### src/rtl/keccak_padder_param.sv
`default_nettype none
// ============================================================================
// Module   : keccak_padder_param
// Purpose  : Packs user words into one rate-sized block and applies the
//            Keccak / SHA-3 / SHAKE domain pad plus the final 0x80 bit.
// Revision : 1.0  initial parametrised release
// ============================================================================
module keccak_padder_param #(
    parameter int IN_W      = 32,
    parameter int RATE_BITS = 576
) (
    input  logic                         clk,
    input  logic                         reset,
    input  logic [IN_W-1:0]              in,
    input  logic                         in_ready,
    input  logic                         is_last,
    input  logic [$clog2(IN_W/8)-1:0]    byte_num,
    input  logic [1:0]                   mode,
    output logic                         buffer_full,
    output logic [RATE_BITS-1:0]         out,
    output logic                         out_ready,
    output logic                         out_last,
    input  logic                         f_ack
);

    localparam int WORDS  = RATE_BITS / IN_W;
    localparam int NBYTES = IN_W / 8;
    localparam int CNT_W  = $clog2(WORDS + 1);

    typedef enum logic [0:0] {
        ABSORB = 1'b0,
        PAD    = 1'b1
    } state_t;

    state_t               state_q, state_d;
    logic [CNT_W-1:0]     cnt_q, cnt_d;
    logic                 last_q, last_d;
    logic [RATE_BITS-1:0] out_q, out_d;

    logic                 full;
    logic                 accept;
    logic                 shift;
    logic [7:0]           pad_byte;
    logic [IN_W-1:0]      last_word;
    logic [IN_W-1:0]      shift_word;

    assign full        = (cnt_q == CNT_W'(WORDS));
    assign buffer_full = full;
    assign out_ready   = full;
    assign out_last    = full & last_q;
    assign out         = out_q;

    assign accept = (state_q == ABSORB) && in_ready && !full;
    assign shift  = accept || ((state_q == PAD) && !full);

    always_comb begin
        case (mode)
            2'd1:    pad_byte = 8'h06;
            2'd2:    pad_byte = 8'h1F;
            default: pad_byte = 8'h01;
        endcase
    end

    // Keep the valid leading bytes, drop the pad byte right after them, zero the rest.
    always_comb begin
        last_word = '0;
        for (int b = 0; b < NBYTES; b++) begin
            if (b < int'(byte_num)) begin
                last_word[IN_W-1-8*b -: 8] = in[IN_W-1-8*b -: 8];
            end else if (b == int'(byte_num)) begin
                last_word[IN_W-1-8*b -: 8] = pad_byte;
            end
        end
    end

    always_comb begin
        shift_word = '0;
        if (accept) begin
            shift_word = is_last ? last_word : in;
        end
        // The terminating bit can share a byte with the domain pad (e.g. 0x86).
        if (shift && (cnt_q == CNT_W'(WORDS - 1)) && (last_q || (accept && is_last))) begin
            shift_word[7:0] = shift_word[7:0] | 8'h80;
        end
    end

    always_comb begin
        state_d = state_q;
        cnt_d   = cnt_q;
        last_d  = last_q;
        out_d   = out_q;

        if (shift) begin
            for (int k = 0; k < WORDS; k++) begin
                if (cnt_q == CNT_W'(k)) begin
                    out_d[RATE_BITS-1-k*IN_W -: IN_W] = shift_word;
                end
            end
            cnt_d = cnt_q + CNT_W'(1);
        end

        if (accept && is_last) begin
            last_d  = 1'b1;
            state_d = PAD;
        end

        if (full && f_ack) begin
            cnt_d = '0;
            if (last_q) begin
                last_d  = 1'b0;
                state_d = ABSORB;
            end
        end
    end

    always_ff @(posedge clk or negedge reset) begin
        if (!reset) begin
            state_q <= ABSORB;
            cnt_q   <= '0;
            last_q  <= 1'b0;
            out_q   <= '0;
        end else begin
            state_q <= state_d;
            cnt_q   <= cnt_d;
            last_q  <= last_d;
            out_q   <= out_d;
        end
    end

endmodule
`default_nettype wire

### config.mk
export PLATFORM = sky130hd
export DESIGN_NAME = keccak_padder_param
export DESIGN_NICKNAME = d
export VERILOG_FILES = /design/src/rtl/keccak_padder_param.sv
export SDC_FILE = /design/constraint.sdc
export NUM_CORES = 1
export LEC_CHECK = 0
export CAP_MARGIN = 25
export CORE_AREA = 2 2 241 243
export DETAILED_ROUTE_END_ITERATION = 16
export DIE_AREA = 0 0 243 245
export DONT_BUFFER_PORTS = 1
export MAX_ROUTING_LAYER = met4
export PLACE_DENSITY_LB_ADDON = 0.25
export SLEW_MARGIN = 25
export SYNTH_ARGS = -nofsm -noshare
export SYNTH_HDL_FRONTEND = slang
export SYNTH_SLANG_ARGS = --single-unit
### constraint.sdc
create_clock -name clk -period 3.9 [get_ports clk]
set_input_delay 0.585 -clock clk [delete_from_list [all_inputs] [get_ports clk]]
set_output_delay 0.585 -clock clk [all_outputs]
set_load 0.02 [all_outputs]
; Yosys cells after proc, flatten, opt, wreduce, memory -nomap -nowiden
; Index checks and enable logic that the tools add are counted.
; Widths: inputs -> output; s select.
[totals]
mem_bits_rw = 0
latch_bits = 0
elab_cells = 100
mem_bits_ro = 0
n_memories = 0
register_bits = 583
output_inout_bits = 579
[classes]
n_eq_ne = 23
n_bitwise = 2
n_addsub = 1
reduce_logical = 31
mul = 0
n_div = 0
magnitude_cmp = 3
muxes = 19
n_shift = 0
[op_table]
columns = op, count
row1 = $mux 32, 2
row2 = $eq 5x4->1 const B, 8
row3 = $reduce_and 2->1, 18
row4 = $mux 8, 4
row5 = $mux 5, 6
row6 = $eq 5x3->1 const B, 4
row7 = $eq 5x5->1 const B, 3
row8 = $eq 5x2->1 const B, 2
row9 = $pmux 5 s2, 1
row10 = $logic_and 1x1->1, 7
row11 = $mux 1, 6
row12 = $add 5x1->5 const B, 1
row13 = $eq 5x1->1 const B, 1
row14 = $logic_not 5->1, 1
row15 = $eq 2x2->1 const A, 2
row16 = $lt 1x2->1 const A, 2
row17 = $eq 1x2->1 const A, 1
row18 = $eq 2x1->1 const B, 1
row19 = $eq 2x2->1 const B, 1
row20 = $logic_not 2->1, 1
row21 = $logic_or 1x1->1, 2
row22 = $lt 2x2->1 const A, 1
row23 = $reduce_bool 2->1, 1
row24 = $and 1x1->1, 1
row25 = other kinds (2), 2

; Depth between registers and ports, before layout
[logic_depth]
ltp_word = 7
ltp_mapped = 11
depth_no_buf = 7

; Worst setup path before layout
; Ideal clock, no wire load.
[synth_path]
path_type = register to register
start = register cnt_q[0]
end = register out_q[208], in the netlist out[208]
arrival_ns = 2.083
required_time_ns = 3.767
path_buffers = 4
stages_incl_launch_ff = 12
path_slack_ns = 1.684
setup_ns = 0.133
cell_sequence = dfrtp_1 inv_1 ha_1 clkbuf_1 nand4bb_1 buf_2 inv_2 nor2_1 buf_2 o21ai_1 clkbuf_1 o21ai_0
[synth_via]
elab_chain_cells = 5
elab_cells_between_ends = 8
cone_classes = 2 x eq/ne / 1 x mux / 5 x reduce/logical
[synth_lines]
columns = element, line_no
row1 = "start, declared", 36  ; logic [CNT_W-1:0] cnt_q, cnt_d;
row2 = "start signal, assigned", 124  ; cnt_q <= cnt_d;
row3 = $eq 5x5->1 *, 47  ; assign full = (cnt_q == CNT_W'(WORDS));
row4 = via buffer_full, 19  ; output logic buffer_full,
row5 = $logic_not 1->1 *, "53, 54"
row6 = $logic_and 1x1->1 (on tied branches), "53, 54"
row7 = $logic_or 1x1->1, 54  ; assign shift = accept || ((state_q == PAD) && !full);
row8 = $reduce_and 2->1 (no source line), n/a
row9 = "end signal, assigned", 126  ; out_q <= out_d;
row10 = "end, declared", 38  ; logic [RATE_BITS-1:0] out_q, out_d;
; Mark *: on every way through the listed nets, which the timed path passes. The rest lies on a longest branch.
; A chain may end at the register's enable or synchronous reset.

; Final worst setup path
[layout_path]
start = register cnt_q[0]
end = register out_q[446], in the netlist out[446]
; Same word-level chain as after synthesis.

==> run metrics <==
Final Max Tran Viols=0; Die X=243 um; Via Count=14,700; Top-Level Pins=620; Die ar.=59,500 sq um; DRT Wirelength=71,500 um; max-cap violation count=0; initial antenna violation count=13; syn_nets=2,071; minimum clock period=3.47 ns; Final Core Density=0.424; Synth Warn #=0; DRC=0; Max Root-Sink Buffers=3; Num CTS Buffers=59; top post-synthesis cells by count=dfrtp_1, nand2_1, o21ai_0; FILL cells=5,491; post-DP HPWL=49,700 um; gr ovfl total=0; Design Area, Final=24,200 sq um; fin crit share=0.890; failing checks=hold timing; register bit total from synthesis=583; Routed Antenna Nets=0; Worst Max-Slew Pin Slew=1.09 ns; CP Cell Sequence=inv_1, ha_1, nand4bb_1, inv_2, nor2_2, buf_4, nand3_1, o21ai_0; placed cell areas=22,000 sq um; Synth Area per Inst=10.5 sq um; Crit-path slowest cell=nor2_2; Worst Setup Path Type=reg -> reg; LEAKAGE=10.9 nW; share of cells above drive strength 1=0.0873; critical path data arrival time=3.99 ns; Min-Delay Path Class=in -> async; Max stage delay on crit path=0.61 ns; number of global-route vias before repair=14,300; fmax=288 MHz; later-pin clock latency in the skew report=0.61 ns; Max-slew headroom=0.271; chip height=245 um; Mapped Area=21,200 sq um; Critical Path RT=4.42 ns; CP top delay family=simple AND/OR/NAND/NOR gates; Layout Area Growth over Synthesis=14.0%; Main synth FF type=dfrtp_1; Hold Slack=-0.321 ns; Setup Skew=0.0226 ns; total power=0.0161 W; Setup TNS Final=0 ns; dpl ws=0.514 ns; first-pass GRT wire length=103,000 um; Distinct cells, synth=43; port buffer count=0; H-tree depth=2; Area contributors post-synth=dfrtp_1, o21ai_0, nand2_1; core area=57,000 sq um; critical path peak fanout=18; Final Hold Vio Count=583; register area share after synthesis=0.687; vias per cell=5.27; asr flop ratio synth=1.00; # clock sinks=583; Final Net Count=2,015; WP buf/inv=3; CTS tree=done; worst reg-to-reg setup slack=0.43 ns; # rows=88; cell taking the most area after synthesis=dfrtp_1; clock slew at reported path FFs=0.07 ns; pwr/cell area=665 nW/um^2; Crit. End Element=flip-flop; all-layer global routing usage=0.243; status=complete, but fails checks; Yosys top cell area share=0.687; Mapped Cells=2,023; VDD IR-drop max=0.339 mV; global placer's final weighted congestion=0.852; largest net degree at the start of global routing=584; root buf cell=clkbuf_16; top-count cell post-synth=dfrtp_1; EDFF count, synth=0; Pre-Repair DR Iteration Count=5; Starting Density=0.372; # resized after CTS=0; RSZ-0062 raised after global routing=false; initial drt markers=1,030; Final setup violation count=0; wire per inst=25.6 um; Worst setup SP type=flip-flop; Final WS setup=0.431 ns; setup bufs post-CTS=0
[path summary, 6_finish.rpt]
kind / from / depth (start not counted) / end
setup / recovery: cnt_q[0]$_DFFE_PN0P_ / 8 / out[446]$_DFFE_PN0P_
hold / removal: reset / 0 / out[212]$_DFFE_PN0P_
setup reg to reg: cnt_q[0]$_DFFE_PN0P_ / 8 / out[446]$_DFFE_PN0P_
hold reg to reg: cnt_q[1]$_DFFE_PN0P_ / 1 / cnt_q[1]$_DFFE_PN0P_
max in group asynchronous: reset / 0 / out[97]$_DFFE_PN0P_
min in group clk: f_ack / 1 / cnt_q[4]$_DFFE_PN0P_
[layout by cell type, fill, tap and decap left out, types with 2 or more instances in the layout]
cell type / instances
a21o_1: 5
a21oi_1: 3
a22o_1: 37
a31oi_1: 2
and2_1: 9
and3_1: 3
buf_12: 3
buf_16: 4
buf_4: 35
bufinv_16: 6
clkbuf_1: 11
clkbuf_16: 60
clkbuf_8: 14
clkinv_2: 13
clkinvlp_4: 2
dfrtp_1: 583
diode_2: 14
ha_1: 7
inv_1: 8
inv_6: 4
mux2_2: 3
nand2_1: 554
nand2b_1: 7
nand3_1: 10
nand3_2: 13
nand4_1: 5
nor2_1: 30
nor2b_1: 10
nor3b_1: 4
o21ai_0: 541
o21ai_2: 8
o21ai_4: 3
[logic make-up after synthesis]
family	after synthesis	synth area share
adder cells (fa/ha/maj)	7	0.00412
buffers and inverters	168	0.0311
AND/OR/NAND/NOR	655	0.124
flip-flops	583	0.687
AO/OA/AOI/OAI	605	0.151
multiplexers	3	0.00159
XOR/XNOR	2	0.000825
[final cells by class]
cell class | count | area, sq um | area share
Clock buffer | 85 | 1740 | 0.0717
Timing Repair Buffer | 42 | 433 | 0.0179
Tap cell | 765 | 957 | 0.0395
Sequential cell | 583 | 14600 | 0.603
Clock inverter | 26 | 312 | 0.0129
Multi-Input combinational cell | 1272 | 6110 | 0.253
Inverter | 9 | 33.8 | 0.00140
Antenna cell | 14 | 35.0 | 0.00145
[power breakdown]
| group | internal [W] | switching (W) | total (W) |
|---|---|---|---|
| combinational | 0.000495 | 0.00127 | 0.00176 |
| sequential | 0.00677 | 0.00166 | 0.00844 |
| clock | 0.00349 | 0.00240 | 0.00589 |
| total | 0.0108 | 0.00533 | 0.0161 |
[per-layer routing]
metal	track usage	wire length [um]	vias to the layer above	part of all wire
met4	0.101	2830	0	0.040
li1	-	-	6628	-
met2	0.369	33100	640	0.46
met5	-	0	-	0
met3	0.0942	7500	151	0.10
met1	0.291	28100	7302	0.39
[sequential cells by signal, summed over array words and instances (netlist names)]
| register | flops |
|---|---|
| state_q | 1 |
| last_q | 1 |
| out | 576 |
| cnt_q | 5 |
[per-stage QoR]
stage / hold WS [ns] / std cells
detailed placement: 0.302 / 2666
global route: -0.362 / 2791
global placement: 0.304 / 2666
CTS: -0.356 / 2777
finish: -0.321 / 2796
floorplan: 0.289 / 2023
Note: power is estimated with default switching activity, not from simulation.
